`config.mk`:
```
export PLATFORM = sky130hd
export DESIGN_NAME = key_input_conditioner
export DESIGN_NICKNAME = d
export VERILOG_FILES = /design/src/rtl/key_input_conditioner.sv
export SDC_FILE = /design/constraint.sdc
export NUM_CORES = 1
export LEC_CHECK = 0
export CAP_MARGIN = 25
export CORE_AREA = 2 2 135 137
export DETAILED_ROUTE_END_ITERATION = 10
export DIE_AREA = 0 0 137 139
export DONT_BUFFER_PORTS = 1
export PLACE_DENSITY = 0.84
export SETUP_SLACK_MARGIN = 0.2
export SLEW_MARGIN = 5
export SYNTH_ARGS = -nofsm -noshare
export SYNTH_HDL_FRONTEND = slang
export SYNTH_SLANG_ARGS = --single-unit
```
`constraint.sdc`:
```
create_clock -name CLK -period 7.1 [get_ports CLK]
set_input_delay 0.71 -clock CLK [delete_from_list [all_inputs] [get_ports CLK]]
set_output_delay 0.71 -clock CLK [all_outputs]
set_load 0.05 [all_outputs]
```
`src/rtl/key_input_conditioner.sv`:
```
// Keypad input conditioner: synchronizes and debounces ten digit keys plus '#',
// produces press/release strobes, tracks the code of the last accepted press and,
// when the KEY_REPEAT_EN macro is defined, generates auto-repeat strobes for the
// held key. Without KEY_REPEAT_EN, REPEAT_PULSE is tied low and the repeat
// machinery is not built.
module key_input_conditioner #(
  parameter int unsigned DEBOUNCE_CYCLES = 5000,
  parameter int unsigned REPEAT_DELAY    = 500000,
  parameter int unsigned REPEAT_PERIOD   = 100000
) (
  input  logic        CLK,
  input  logic        rst,
  input  logic [9:0]  KEY,
  input  logic        KEY_HASH,
  output logic [10:0] KEY_STABLE,
  output logic        PRESS_PULSE,
  output logic        RELEASE_PULSE,
  output logic [3:0]  KEY_CODE,
  output logic        ANY_HELD,
  output logic        REPEAT_PULSE
);

  localparam int          NKEYS     = 11;
  localparam logic [3:0]  CODE_NONE = 4'd15;
  localparam logic [15:0] DB_LAST   = 16'(DEBOUNCE_CYCLES - 1);

  logic [NKEYS-1:0] raw;
  logic [NKEYS-1:0] meta_q, sync_q, sample_q;

  logic [15:0]      db_cnt_q [NKEYS];
  logic [15:0]      db_cnt_d [NKEYS];
  logic [NKEYS-1:0] stable_q, stable_d;

  logic [NKEYS-1:0] rise, fall;
  logic [15:0]      fall_ext;
  logic             press_q, press_d;
  logic             release_q, release_d;
  logic [3:0]       code_q, code_d;

  assign raw = {KEY_HASH, KEY};

  // Two-flop synchronizer, then one registered sample that feeds the debouncers.
  // NOTE: every clocked register uses non-blocking assignments so all flops
  // update from the same pre-edge values; blocking here would collapse the chain.
  always_ff @(posedge CLK or posedge rst) begin
    if (rst) begin
      meta_q   <= '0;
      sync_q   <= '0;
      sample_q <= '0;
    end else begin
      meta_q   <= raw;
      sync_q   <= meta_q;
      sample_q <= sync_q;
    end
  end

  // Per-key debounce: count consecutive mismatch cycles, accept on the last one.
  // NOTE: combinational blocks assign a default to every output first, so no
  // path leaves a signal unassigned and no latch is inferred.
  always_comb begin
    stable_d = stable_q;
    for (int i = 0; i < NKEYS; i++) begin
      db_cnt_d[i] = '0;
      if (sample_q[i] != stable_q[i]) begin
        if (db_cnt_q[i] >= DB_LAST) begin
          stable_d[i] = sample_q[i];
        end else begin
          db_cnt_d[i] = db_cnt_q[i] + 16'd1;
        end
      end
    end
  end

  // Debounce counters and accepted levels.
  // NOTE: the counter array is a register bank, not a RAM, and must clear on
  // reset so a partial count never survives into the next press.
  always_ff @(posedge CLK or posedge rst) begin
    if (rst) begin
      for (int i = 0; i < NKEYS; i++) db_cnt_q[i] <= '0;
      stable_q <= '0;
    end else begin
      for (int i = 0; i < NKEYS; i++) db_cnt_q[i] <= db_cnt_d[i];
      stable_q <= stable_d;
    end
  end

  // Edge detection on the accepted levels; strobes are registered so they line
  // up with the cycle in which KEY_STABLE changes. Digit 0 wins ties.
  always_comb begin
    rise      = stable_d & ~stable_q;
    fall      = stable_q & ~stable_d;
    fall_ext  = {5'b0, fall};
    press_d   = |rise;
    release_d = fall_ext[code_q];
    code_d    = code_q;
    for (int i = NKEYS - 1; i >= 0; i--) begin
      if (rise[i]) code_d = 4'(i);
    end
  end

  // Strobe and key-code registers.
  always_ff @(posedge CLK or posedge rst) begin
    if (rst) begin
      press_q   <= 1'b0;
      release_q <= 1'b0;
      code_q    <= CODE_NONE;
    end else begin
      press_q   <= press_d;
      release_q <= release_d;
      code_q    <= code_d;
    end
  end

  assign KEY_STABLE    = stable_q;
  assign PRESS_PULSE   = press_q;
  assign RELEASE_PULSE = release_q;
  assign KEY_CODE      = code_q;
  assign ANY_HELD      = |stable_q;

`ifdef KEY_REPEAT_EN
  typedef enum logic [1:0] {
    IDLE   = 2'd0,
    DELAY  = 2'd1,
    REPEAT = 2'd2
  } rpt_state_e;

  localparam logic [19:0] DELAY_LAST  = 20'(REPEAT_DELAY - 1);
  localparam logic [19:0] PERIOD_LAST = 20'(REPEAT_PERIOD - 1);

  rpt_state_e  state_q, state_d;
  logic [19:0] rpt_cnt_q, rpt_cnt_d;
  logic        repeat_fire;

  // Repeat FSM next state: a new press restarts the delay, a release of the
  // tracked key returns to IDLE, and neither cycle emits a repeat strobe.
  always_comb begin
    state_d     = state_q;
    rpt_cnt_d   = rpt_cnt_q;
    repeat_fire = 1'b0;
    if (press_q) begin
      state_d   = DELAY;
      rpt_cnt_d = '0;
    end else if (release_q) begin
      state_d   = IDLE;
      rpt_cnt_d = '0;
    end else begin
      case (state_q)
        IDLE: begin
          rpt_cnt_d = '0;
        end
        DELAY: begin
          if (rpt_cnt_q >= DELAY_LAST) begin
            repeat_fire = 1'b1;
            state_d     = REPEAT;
            rpt_cnt_d   = '0;
          end else begin
            rpt_cnt_d = rpt_cnt_q + 20'd1;
          end
        end
        REPEAT: begin
          if (rpt_cnt_q >= PERIOD_LAST) begin
            repeat_fire = 1'b1;
            rpt_cnt_d   = '0;
          end else begin
            rpt_cnt_d = rpt_cnt_q + 20'd1;
          end
        end
        default: begin
          state_d   = IDLE;
          rpt_cnt_d = '0;
        end
      endcase
    end
  end

  // Repeat FSM state and counter registers.
  always_ff @(posedge CLK or posedge rst) begin
    if (rst) begin
      state_q   <= IDLE;
      rpt_cnt_q <= '0;
    end else begin
      state_q   <= state_d;
      rpt_cnt_q <= rpt_cnt_d;
    end
  end

  assign REPEAT_PULSE = repeat_fire;
`else
  assign REPEAT_PULSE = 1'b0;
`endif

endmodule

```
Word-level counts from Yosys, hierarchy flattened

Index checks and enable logic that the tools add are counted.
Widths: inputs -> output; s select.

Memories kept: 0
Bits in latches: 0
Flip-flop bits (word level): 226
ROM bits: 0
Logic and storage cells: 116
Memory bits (writable): 0

Reduce and logical (&&, ||, !) cells: 3
Divide/modulo/power cells: 0
Bitwise operators: 4
Shift operators: 0
$mul: 0
Multiplexer cells: 57
Add/subtract/negate cells: 11
Equal/unequal tests: 11
Order comparisons: 12

Operator list:

| cell                  | number |
|---|---|
| $mux 16               | 22 |
| $add 16x1->16 const B | 11 |
| $ge 16x13->1 const B  | 11 |
| $mux 4                | 11 |
| $mux 1                | 23 |
| $and 11x11->11        | 2 |
| $not 11->11           | 2 |
| $reduce_or 11->1      | 2 |
| $ne 1x1->1            | 11 |
| $reduce_bool 11->1    | 1 |
| $lt 4x5->1 const B    | 1 |
| $bmux 1 s4            | 1 |

Longest topological paths before layout

Gate-level depths: netlist (run 1).

Depth after elaboration: 15
Mapped depth: 8
Gate-level depth less buffers: 8

Worst setup path before layout (run 1)

No wires, ideal clock.

Path kind: flip-flop to flip-flop
Start: register db_cnt_q[174] (netlist name)
End: register code_q[1], in the netlist KEY_CODE[1]
Setup time: 82 ps
Period minus slack after synthesis: 2040 ps
Slack: 5060 ps
Path buffers: 0
Arrival: 1958 ps
Required time: 7018 ps
Cell stages (with the launch flop): 8
Path through: dfrtp_1 > or3_4 > or3_1 > o21a_1 > nand4b_1 > nor2_1 > and2_4 > mux2_4

Word-level cells in the longest chain between the ends: 5
Elaborated cells on any way between the ends: 6
Classes of those cells: order compare: 1; mux: 3; bitwise: 1; reduce/logical: 1

Ends and longest elaborated chain:

| element                                                       | line | text |
|---|---|---|
| start: declaration                                            | 30   | `logic [15:0] db_cnt_q [NKEYS];` |
| $ge 16x13->1 *                                                | 65   | `if (db_cnt_q[i] >= DB_LAST) begin` |
| $mux 1 *                                                      | 65   |  |
| $mux 1 *                                                      | 64   | `if (sample_q[i] != stable_q[i]) begin` |
| $and 11x11->11 *                                              | 90   | `rise = stable_d & ~stable_q;` |
| $reduce_bool 11->1 (no source line) or $mux 4 (tied branches) | -    |  |
| end signal: assignment                                        | 110  | `code_q <= code_d;` |
| end: declaration                                              | 38   | `logic [3:0] code_q, code_d;` |

Mark *: on every way between the ends. The rest lies on a longest branch, timed or not.
A chain may end at the register's enable or synchronous reset.

Worst setup path after layout (run 1)

Start: register stable_q[5], in the netlist KEY_STABLE[5]
End: output ANY_HELD

Word-level cells in the longest chain between the ends: 1

Ends and longest elaborated chain:

| element                  | line | text |
|---|---|---|
| start: declaration       | 32   | `logic [NKEYS-1:0] stable_q, stable_d;` |
| start signal: assignment | 83   | `stable_q <= stable_d;` |
| $reduce_or 11->1         | 118  | `assign ANY_HELD = \|stable_q;` |
| end: declaration         | 19   | `output logic ANY_HELD,` |

No other way between the ends.

==> results of run 1 <==
-- logic make-up (layout without fill, tap and decap cells) --
logic type	Yosys count	in the layout	synth area share
AO/OA/AOI/OAI	76	76	0.0586
XOR/XNOR	113	113	0.105
adder cells (fa/ha/maj)	11	11	0.0145
buffers and inverters	31	62	0.0127
flip-flops	226	226	0.598
multiplexers	12	12	0.0147
other	1	34	0.000396
AND/OR/NAND/NOR	395	395	0.196
-- worst paths after layout --
| path | from | slack, ns | depth (start not counted) | end |
|---|---|---|---|---|
| max in group asynchronous | rst | 5.01 | 5 | db_cnt_q[83] |
| min in group asynchronous | rst | 0.63 | 2 | db_cnt_q[131] |
| min | KEY[0] | 0.23 | 0 | meta_q[0] |
| max reg2reg | db_cnt_q[63] | 4.79 | 7 | KEY_CODE[1] |
| min reg2reg | meta_q[2] | 0.35 | 0 | sync_q[2] |
| max | KEY_STABLE[5] | 4.04 | 2 | ANY_HELD |
-- layer usage --
metal	vias to the layer above	GRT usage	share of wire
met5	-	0	0
met4	0	0.0548	0.028
met3	36	0.0475	0.056
met2	91	0.305	0.48
met1	3034	0.246	0.44
li1	2981	-	-
-- report_power, final --
group | internal (W) | switching, W
Combinational | 0.0000354 | 0.0000659
Sequential | 0.00132 | 0.0000695
Clock | 0.000745 | 0.000487
Total | 0.00210 | 0.000622
-- sequential cells by signal, indices dropped and copies added (netlist names) --
name and count:
KEY_CODE 4, sample_q 11, RELEASE_PULSE 1, KEY_STABLE 11, meta_q 11, sync_q 11
PRESS_PULSE 1, db_cnt_q 176
-- cell usage in the layout, fill, tap and decap left out, types with 7 or more instances in the layout --
cell	count
nor4_1	13
nand3_1	62
conb_1	34
a41oi_1	12
dfrtp_1	222
a21oi_1	7
mux2_2	11
ha_1	11
inv_1	17
a21boi_1	7
and2_1	9
nand2_1	59
clkbuf_16	23
nor2b_1	18
o21a_1	8
o21ai_1	12
or3_1	27
nor2_1	163
and3_1	27
xnor2_1	36
xor2_1	77
-- cells in the mapped netlist (all sizes together), types with 3 or more instances --
cell type  number
o21a            8
and3           27
nand3          62
clkbuf         11
and2           10
a41oi          12
a21oi           7
o31ai           5
dfrtp         222
o211ai          3
dfstp           4
ha             11
mux2           12
o21bai          3
nor2b          19
nor4           13
nand2b          4
nor3            3
a21boi         13
or3            28
nand4b          4
nand2          59
xor2           77
inv            18
o21ai          13
xnor2          36
nor2          163
-- per-stage QoR --
stage	hold WS, ns	total power, W
after floorplan	0.331	0.00148
after global routing	0.208	0.00281
after CTS	0.218	0.00274
final	0.232	0.00272
after global placement	0.332	0.00151
after detailed placement	0.335	0.00151
-- timing repair --
item                                   in CTS  in global routing
resized for setup                           0                  0
buffers inserted                            0                  0
endpoints found under the hold margin       0                 16
hold buffers                                0                  1
-- cell type report --
cell class	instances	area, um2	area share
Inverter	18	75.1	0.00703
Clock inverter	11	138	0.0129
Timing Repair Buffer	4	72.6	0.00680
Clock buffer	29	638	0.0598
Multi-Input combinational cell	641	3810	0.357
Sequential cell	226	5660	0.530
Tap cell	229	287	0.0268
==> impl_results.md, run 1 <==
- Cts bufs inserted: 23
- TritonCTS clock tree: done
- CP Buf/Inv Count: 0
- Largest net degree at the start of global routing: 149
- Starting DRT DRC Count: 272
- Final TNS setup: 0 ns
- Fill count: 1377
- First-pass GRT wire length: 29200 um
- Post-synthesis sequential area ratio: 0.598
- Antenna-violating nets left: 0
- Starting density of the core: 0.536
- Layout area overhead: 12.8%
- Pwr/cell area: 255 nW/um2
- Final nets: 938
- Synth warn: 0
- Mapped Cells: 865
- Max-cap viol count: 0
- CTS max path bufs: 3
- Max VDD drop: 0.208 mV
- Final setup fails: 0
- Die H: 139 um
- Slew headroom: 0.339
- Total congestion overflow: 0
- Vias in the first global route: 6203
- Worst skew pair latency: 0.51 ns
- DR WL/cell: 15.1 um
- CP top delay family: simple AND/OR/NAND/NOR gates
- Routed vias/inst: 5.30
- Worst-path clk slew: 0.06 ns
- Worst-path fanout max: 5
- Diodes inserted: 0
- Slowest cell on the critical path: dfrtp_1
- Die extent in x: 137 um
- RSZ-0062 raised after global routing: false
- Worst path cell trace: nor4_1, nand3_1
- DR DRC count: 0
- Clock skew: 0.0102 ns
- #FFs+latches synth: 226
- Htree depth: 1
- Overall Global Routing Usage: 0.187
- Final std cells w/o fill: 1158
- Cell Area, Synth: 9460 um2
- Required time of the worst setup path: 6.39 ns
- Synth Area per Inst: 10.9 um2
- Arrival @ worst endpoint: 2.35 ns
- Synth top area cells: dfrtp_1, xor2_1, nor2_1
- Async S/R FF share, synth: 1.00
- Post-synth top area cell: dfrtp_1
- Worst setup margin: 4.04 ns
- Status: finished clean
- Worst Tran Pin Value: 0.987 ns
- Hold/Removal Path Class: input port to flip-flop
- Crit. End Element: output port
- IO Pins: 32
- Top-area cell type share of the netlist area: 0.587
- IO Port Bufs: 0
- Post-place setup slack: 4.63 ns
- Synth unique cells: 49
- Startpoint Class: flip-flop
- CP max stage delay: 0.66 ns
- Row cnt: 49
- Fin crit period: 3.06 ns
- Max Slew Vio Count: 0
- Gpl congestion: 0.780
- Post-DP HPWL: 11300 um
- Final std cell area, no fill: 10700 um2
- Pre-Repair DR Iteration Count: 5
- Core outline area: 17700 um2
- Placed insts: 1115
- Via Count: 6142
- Crit share post-route: 0.431
- Routed wire length: 17500 um
- Die area: 19000 um2
- Placed Area: 9840 um2
- Static Leak: 4.64 nW
- Ys flop type: dfrtp_1
- CTS root buf: clkbuf_16
- Number of synthesized flops with an enable pin: 0
- Final Hold Fails: 0
- Clk sinks: 226
- Utilization after layout: 0.605
- Share of cells above drive strength 1: 0.0667
- Initial antenna violation count: 0
- Fmax: 327 MHz
- Critical path class: flip-flop to output port
(Power assumes the default switching activity.)
==> run 2: changes to the inputs <==
--- a/config.mk
+++ b/config.mk
@@ -10,7 +10,7 @@
 export DETAILED_ROUTE_END_ITERATION = 10
 export DIE_AREA = 0 0 137 139
 export DONT_BUFFER_PORTS = 1
-export PLACE_DENSITY = 0.84
+export PLACE_DENSITY = 0.81
 export SETUP_SLACK_MARGIN = 0.2
 export SLEW_MARGIN = 5
 export SYNTH_ARGS = -nofsm -noshare
==> constraint.sdc (replaced) <==
create_clock -name CLK -period 3.2 [get_ports CLK]
set_input_delay 0.32 -clock CLK [delete_from_list [all_inputs] [get_ports CLK]]
set_output_delay 0.32 -clock CLK [all_outputs]
set_load 0.05 [all_outputs]
==> impl_results.md, run 2 (synthesized netlist as in run 1, its figures left out) <==
- Die H: 139 um
- Overall Global Routing Usage: 0.188
- Utilization after layout: 0.608
- Worst Tran Pin Value: 1.01 ns
- Worst flop-to-flop path startpoint: db_cnt_q[96]
- Critical path class: flip-flop to output port
- CP max stage delay: 0.64 ns
- Via Count: 6213
- WHS Endpoint: sync_q[3]
- Slew headroom: 0.328
- Htree depth: 1
- Commonest non-fill, non-tap cell in the layout: dfrtp_1
- Cts bufs inserted: 24
- Startpoint Class: flip-flop
- Starting DRT DRC Count: 309
- Vias in the first global route: 6346
- Total setup buffers inserted after CTS: 0
- Die extent in x: 137 um
- Worst R2R End: RELEASE_PULSE
- Routed wire length: 17300 um
- Total congestion overflow: 0
- Diodes inserted: 0
- Starting density of the core: 0.536
- Largest net degree at the start of global routing: 143
- Max VDD drop: 0.425 mV
- Final Hold Fails: 0
- DR DRC count: 0
- Fill count: 1394
- Crit. End Element: output port
- First-pass GRT wire length: 29400 um
- TritonCTS clock tree: done
- Worst hold start: meta_q[3]
- Gpl congestion: 0.769
- Routed vias/inst: 5.30
- Share of cells above drive strength 1: 0.0615
- Largest Register: db_cnt_q
- Status: finished clean
- Crit share post-route: 0.793
- Layout area overhead: 13.5%
- RSZ-0062 raised after global routing: false
- Max-cap viol count: 0
- IO Pins: 32
- IO Port Bufs: 0
- Pwr/cell area: 553 nW/um2
- Initial antenna violation count: 0
- Slowest cell on the critical path: dfrtp_1
- Fmax: 394 MHz
- Arrival @ worst endpoint: 2.22 ns
- WHS Path Cells: 0
- Final TNS setup: 0 ns
- Worst hold slack: 0.339 ns
- Register-to-Register Setup Slack: 0.91 ns
- Hold/Removal Path Class: flip-flop to flip-flop
- Antenna-violating nets left: 0
- DR WL/cell: 14.7 um
- Worst-path clk slew: 0.06 ns
- Core outline area: 17700 um2
- Clk sinks: 226
- Most frequent cells in the layout: dfrtp_1, nor2_1, xor2_1
- Final setup fails: 0
- Worst path cell trace: nor4_1, nand3_1
- Die area: 19000 um2
- CTS resizes: 0
- Row cnt: 49
- Largest register FFs: 176
- Fin crit period: 2.54 ns
- Static Leak: 4.65 nW
- Pre-Repair DR Iteration Count: 4
- Clock skew: 0.00751 ns
- Required time of the worst setup path: 2.88 ns
- CTS root buf: clkbuf_16
- Worst r2r path cells: 8
- Worst skew pair latency: 0.51 ns
- Max Slew Vio Count: 0
- Post-DP HPWL: 11400 um
- Final nets: 949
- Worst-path fanout max: 5
- CTS max path bufs: 3
-- run 2: cell types whose count changed in the layout (fill, tap and decap cells not counted), sizes merged --
| cell | previous run | this run |
|---|---|---|
| dlygate4sd3 | 1 | 12 |
| clkbuf | 29 | 39 |
| bufinv | 3 | 0 |
| clkinv | 7 | 5 |
| inv | 19 | 17 |
| buf | 3 | 2 |
| clkinvlp | 0 | 1 |
-- run 2: worst max path at each step --
stage,slack [ns],to,from,cells past startpoint
finish,0.66,ANY_HELD,KEY_STABLE[5],2
global route,0.59,ANY_HELD,KEY_STABLE[5],2
CTS,0.74,ANY_HELD,KEY_STABLE[5],2
detailed placement,0.96,RELEASE_PULSE,db_cnt_q[96],8
global placement,1.02,RELEASE_PULSE,db_cnt_q[96],8
floorplan,-0.07,KEY_STABLE[0],rst,1
-- run 2: critical path, delay by kind of cell (launching register included) --
kind	cells	cell delay (ns)
and+or+nand+nor	2	1.06
DFF	1	0.64
-- run 2: final cells by class --
| type | instances | area, um2 | share of cell area |
|---|---|---|---|
| Tap cell | 229 | 287 | 0.0267 |
| Clock inverter | 5 | 28.8 | 0.00268 |
| Sequential cell | 226 | 5660 | 0.527 |
| Multi-Input combinational cell | 641 | 3810 | 0.354 |
| Clock buffer | 39 | 728 | 0.0678 |
| Timing Repair Buffer | 14 | 160 | 0.0149 |
| Inverter | 18 | 71.3 | 0.00664 |
-- run 2: through the flow --
stage | total power [W] | instances | instance area (um2) | worst slack, ns
after global placement | 0.00335 | 1116 | 9870 | 1.02
after detailed placement | 0.00336 | 1116 | 9870 | 0.960
after CTS | 0.00599 | 1172 | 10700 | 0.737
final | 0.00594 | 1172 | 10700 | 0.662
after global routing | 0.00617 | 1172 | 10700 | 0.592
after floorplan | 0.00328 | 898 | 9590 | -0.0687
-- run 2: per-layer routing --
metal  routed length, um  GRT usage  vias up
li1                    -          -     3011
met1                7650      0.254     3047
met2                8070      0.299      109
met3                1080     0.0526       46
met4                 487     0.0559        0
met5                   0          0        -
-- run 2: power by group --
part | switching (W) | internal (W)
Sequential | 0.000154 | 0.00293
Clock | 0.00107 | 0.00155
Combinational | 0.000144 | 0.0000844
Total | 0.00137 | 0.00457
-- run 2: repair_timing --
action | in CTS | in global routing
hold buffers | 12 | 0
hold endpoints to repair | 133 | 0
setup endpoints to repair | 0 | 0
==> run 3: changes to the inputs <==
==> constraint.sdc (replaced) <==
create_clock -name CLK -period 2.65 [get_ports CLK]
set_input_delay 0.265 -clock CLK [delete_from_list [all_inputs] [get_ports CLK]]
set_output_delay 0.265 -clock CLK [all_outputs]
set_load 0.05 [all_outputs]
==> impl_results.md, run 3 (synthesized netlist as in run 1, its figures left out) <==
- Status: finished clean
- RSZ-0062 raised after global routing: false
- Max-cap viol count: 0
- Core outline area: 17700 um2
- Fill count: 1405
- Crit share post-route: 0.847
- Largest net degree at the start of global routing: 77
- Largest Register: db_cnt_q
- Overall Global Routing Usage: 0.186
- Pre-Repair DR Iteration Count: 6
- Worst-path fanout max: 3
- Startpoint Class: flip-flop
- Worst Tran Pin Value: 1.00 ns
- Slowest cell on the critical path: or3_1
- Final setup fails: 0
- Clock skew: 0.00994 ns
- Fin crit period: 2.24 ns
- Vias in the first global route: 6221
- Row cnt: 49
- CP Buf/Inv Count: 0
- Internal power: 0.00552 W
- Arrival @ worst endpoint: 2.68 ns
- Critical path class: flip-flop to flip-flop
- Commonest non-fill, non-tap cell in the layout: dfrtp_1
- Diodes inserted: 0
- Worst path cell trace: or3_1, or3_1, o21ai_1, nand4_1, nor2_1, and2_4, mux2_4
- First-pass GRT wire length: 29200 um
- Post-DP HPWL: 11300 um
- Fmax: 446 MHz
- TritonCTS clock tree: done
- Total congestion overflow: 0
- Hold/Removal Path Class: input port to asynchronous set/reset pin
- Sw Ratio: 0.229
- Routed wire length: 17200 um
- Most frequent cells in the layout: dfrtp_1, nor2_1, xor2_1
- CTS max path bufs: 3
- Clk sinks: 226
- Worst-path clk slew: 0.06 ns
- Worst r2r path cells: 7
- Static Leak: 4.68 nW
- Cts bufs inserted: 24
- DR DRC count: 0
- Starting DRT DRC Count: 267
- Die extent in x: 137 um
- Pwr/cell area: 664 nW/um2
- Worst hold slack: 0.182 ns
- Max Slew Vio Count: 0
- Final nets: 955
- Largest register FFs: 176
- Clock Power Share: 0.440
- Switching power: 0.00164 W
- Htree depth: 1
- Initial antenna violation count: 0
- Via Count: 6185
- DR WL/cell: 14.6 um
- Die area: 19000 um2
- Slew headroom: 0.332
- Power, Total: 0.00716 W
- Worst skew pair latency: 0.51 ns
- Antenna-violating nets left: 0
- IO Port Bufs: 0
- Final TNS setup: 0 ns
- CP top delay family: simple AND/OR/NAND/NOR gates
- Crit. End Element: flip-flop
- Worst flop-to-flop path startpoint: db_cnt_q[110]
- Comb power frac: 0.042
- Final Hold Fails: 0
- Register-to-Register Setup Slack: 0.41 ns
- IO Pins: 32
- Most used cell, CP: or3_1
- Worst R2R End: KEY_CODE[1]
- Max VDD drop: 0.512 mV
- Gpl congestion: 0.782
- CP max stage delay: 0.41 ns
- Starting density of the core: 0.536
- Routed vias/inst: 5.25
- Sequential Power Share: 0.518
- Share of cells above drive strength 1: 0.0717
- CTS root buf: clkbuf_16
- Die H: 139 um
- Layout area overhead: 14.0%
- Required time of the worst setup path: 3.09 ns
[run 3: area by class of cell]
| type | count | area [um2] | area share |
|---|---|---|---|
| inverter | 18 | 71.3 | 0.00661 |
| clock inverter | 7 | 35.0 | 0.00325 |
| sequential | 226 | 5660 | 0.525 |
| timing repair buffer | 20 | 193 | 0.0179 |
| tap | 229 | 287 | 0.0266 |
| clock buffer | 37 | 721 | 0.0668 |
| multi-input combinational | 641 | 3820 | 0.354 |
[run 3: routing by layer]
metal  GRT usage  part of all wire
met1       0.252              0.45
met2       0.303              0.48
met3      0.0534             0.061
met4      0.0374             0.017
met5           0                 0
[run 3: how the worst max path moves through the flow]
stage               depth (start not counted)            end  slack (ns)     startpoint
detailed placement                          7    KEY_CODE[1]        0.45   db_cnt_q[79]
global placement                            8  RELEASE_PULSE        0.48   db_cnt_q[96]
global route                                2       ANY_HELD        0.24  KEY_STABLE[1]
floorplan                                   1  KEY_STABLE[0]       -0.56            rst
finish                                      7    KEY_CODE[1]        0.41  db_cnt_q[110]
CTS                                         2       ANY_HELD        0.25  KEY_STABLE[6]
[run 3: power by group through the flow]
stage | logic [W] | clock network (W) | registers [W]
after floorplan | 0.000210 | 0 | 0.00375
after global placement | 0.000282 | 0 | 0.00377
after detailed placement | 0.000286 | 0 | 0.00377
after CTS | 0.000304 | 0.00322 | 0.00371
after global routing | 0.000341 | 0.00337 | 0.00372
final | 0.000302 | 0.00315 | 0.00371
[run 3: per-stage QoR]
stage | area, um2 | std cells | util | setup slack [ns]
finish | 10800 | 1178 | 0.611 | 0.406
global route | 10800 | 1178 | 0.611 | 0.236
CTS | 10800 | 1178 | 0.610 | 0.248
detailed placement | 9900 | 1122 | 0.561 | 0.454
global placement | 9900 | 1122 | 0.561 | 0.484
floorplan | 9590 | 898 | - | -0.564
[run 3: what timing repair did]
item / CTS / global route
buffers inserted: 0 / 0
endpoints found under the hold margin: 129 / 0
setup endpoints to repair: 1 / 1
cloned: 0 / 0
gates resized for setup: 1 / 1
hold buffers: 12 / 0
==> RTL change (settings of run 3) <==
Put a register stage on the output `ANY_HELD`, with the module's reset. The value now appears one clock later. The other outputs are not delayed to match.
--- a/src/rtl/key_input_conditioner.sv
+++ b/src/rtl/key_input_conditioner.sv
@@ -115,7 +115,13 @@
   assign PRESS_PULSE   = press_q;
   assign RELEASE_PULSE = release_q;
   assign KEY_CODE      = code_q;
-  assign ANY_HELD      = |stable_q;
+  always_ff @(posedge CLK or posedge rst) begin
+    if (rst) begin
+      ANY_HELD <= '0;
+    end else begin
+      ANY_HELD <= |stable_q;
+    end
+  end
 
 `ifdef KEY_REPEAT_EN
   typedef enum logic [1:0] {
Function: same outputs for any inputs over 10 cycles, from zero or initial values and one cycle with rst high; that may be too few to reach the edited logic, so the function may still have changed.
==> RTL change against run 3 <==
Synthesized area grew 0.26%. Global-route usage grew 0.79 points. Setup slack lost 0.051 ns. Die area is the same. Design area grew 1.9%. Wire length grew 3.0%. Total power grew 4.5%. Non-clock buffer count grew 8. Sequential share of layout area shrank 0.78 points. Clock skew shrank 0.0016 ns. Synthesized cell count grew 0.12%. Sequential cell count grew 1. Via count grew 1.5%.
==> RTL change: results (changes against run 3) <==
CP max-delay cell=dfrtp_1; CP max FO=4 (+1); CTS resizes=0 (-1); global-route wire length before repair=30100 um (+3.2%); nets=964 (+0.94%); htree depth=1 (unchanged); Seq/Total Area, Yosys=59.9% (+0.11 points); P_leak=4.78 nW (+2.2%); flop2flop setup slack=0.36 ns (-0.05 ns); Largest Register=db_cnt_q; Int Pwr=5.80 mW (+5.1%); clock root cell=clkbuf_16; FFs w/ async S/R, synth=100% (unchanged); top cells by count, synth=dfrtp_1, nor2_1, xor2_1; top post-synthesis cells by area=dfrtp_1, xor2_1, nor2_1, xnor2_1, nand3_1; largest net degree at the start of global routing=39 (-49%); layout cells sized above 1=7.93% (+0.77 points); Largest register FFs=176 (unchanged); # fillers=1373 (-2.3%); Max clock buf depth=3 (unchanged); dpl hpwl=12000 um (+6.3%); Post-Synthesis Cells=866 (+0.12%); via-per-instance ratio=5.29 (+0.75%); hold slack=0.195 ns (+0.0131 ns); wire per inst=14.9 um (+2.3%); Worst Max-Slew Pin Slew=0.994 ns (-0.00608 ns); max incr delay on CP=0.41 ns (about the same); dpl cells=1129 (+0.62%); Total GRT Usage=19.4% (+0.79 points); VDD IR max=0.556 mV (+8.5%); worst-skew pair later-pin latency=0.51 ns (about the same); initial DRC count=309 (+16%); n_diodes=0 (unchanged); Worst Hold Class=in -> async; DR pass1 iterations=6 (unchanged); Yosys cell types=49 (unchanged); non-filler instance count after layout=1187 (+0.76%); vias in the first global route=6388 (+2.7%); CTS buffer count=24 (unchanged); PortBufs=0 (unchanged); Worst-path clk slew=0.06 ns (about the same); synth warn=0 (unchanged); Clock Skew=0.00832 ns (-0.00163 ns); number of antenna violations at the first check in global routing=0 (unchanged); placer congestion estimate=0.797 (+1.9%); run status=complete, no violations; total negative setup slack=0 ns (unchanged)
## RTL change: cell count changes after synthesis, sizes merged
| cell | delta |
|---|---|
| dfrtp | +1 |
## RTL change: worst paths after layout
check | start | end | cells after the start
min in group CLK | KEY[4] | meta_q[4] | 1
max in group asynchronous | rst | KEY_CODE[0] | 4
setup reg to reg | db_cnt_q[160] | RELEASE_PULSE | 8
hold / removal | rst | db_cnt_q[51] | 2
hold reg to reg | sync_q[6] | sample_q[6] | 0
setup / recovery | db_cnt_q[160] | RELEASE_PULSE | 8
## RTL change: worst max-delay path, delay by kind of cell (launching register included)
family	cells	cell delay, ns
AOI/OAI and AO/OA	5	1.09
adders and majority gates	1	0.27
DFF	1	0.41
and+or+nand+nor	2	0.40
## RTL change: kinds of logic (layout without fill, tap and decap cells)
logic type               Yosys count  after routing  share of synthesized area (%)
AND/OR/NAND/NOR                  395            395                           19.6
multiplexers                      12             12                           1.46
XOR/XNOR                         113            113                           10.4
AO/OA/AOI/OAI                     76             76                           5.84
buffers and inverters             31             90                           1.27
flip-flops                       227            227                           59.9
other                              1             34                         0.0395
adder cells (fa/ha/maj)           11             11                           1.45
## RTL change: power groups by stage
stage	Clock, mW	Combinational, mW	Sequential [mW]
floorplan	0	0.211	3.76
global placement	0	0.294	3.79
detailed placement	0	0.303	3.79
CTS	3.52	0.321	3.73
global route	3.66	0.363	3.74
finish	3.43	0.322	3.73
## RTL change: cell type report
class | instances | area share [%]
Inverter | 18 | 0.649
Multi-Input combinational cell | 641 | 34.6
Tap cell | 229 | 2.61
Sequential cell | 227 | 51.7
Clock buffer | 37 | 6.74
Timing Repair Buffer | 28 | 2.87
Clock inverter | 7 | 0.808
## RTL change: what timing repair did
action	in CTS	in global routing
hold endpoints to repair	39	0
buffers inserted	0	0
hold buffers	12	0
## RTL change: metrics by stage
stage               setup slack, ns  instance area (um^2)
floorplan                    -0.578                  9620
global placement              0.452                 10000
detailed placement            0.379                 10000
CTS                           0.363                 11000
global route                  0.211                 11000
finish                        0.355                 11000
## RTL change: routing by layer
metal | up-vias | GRT usage [%] | routed length (um)
met1 | 3093 | 26.7 | 7850
met2 | 122 | 31.3 | 8400
met5 | - | 0 | 0
li1 | 3034 | - | -
met3 | 30 | 4.24 | 1000
met4 | 0 | 5.37 | 433
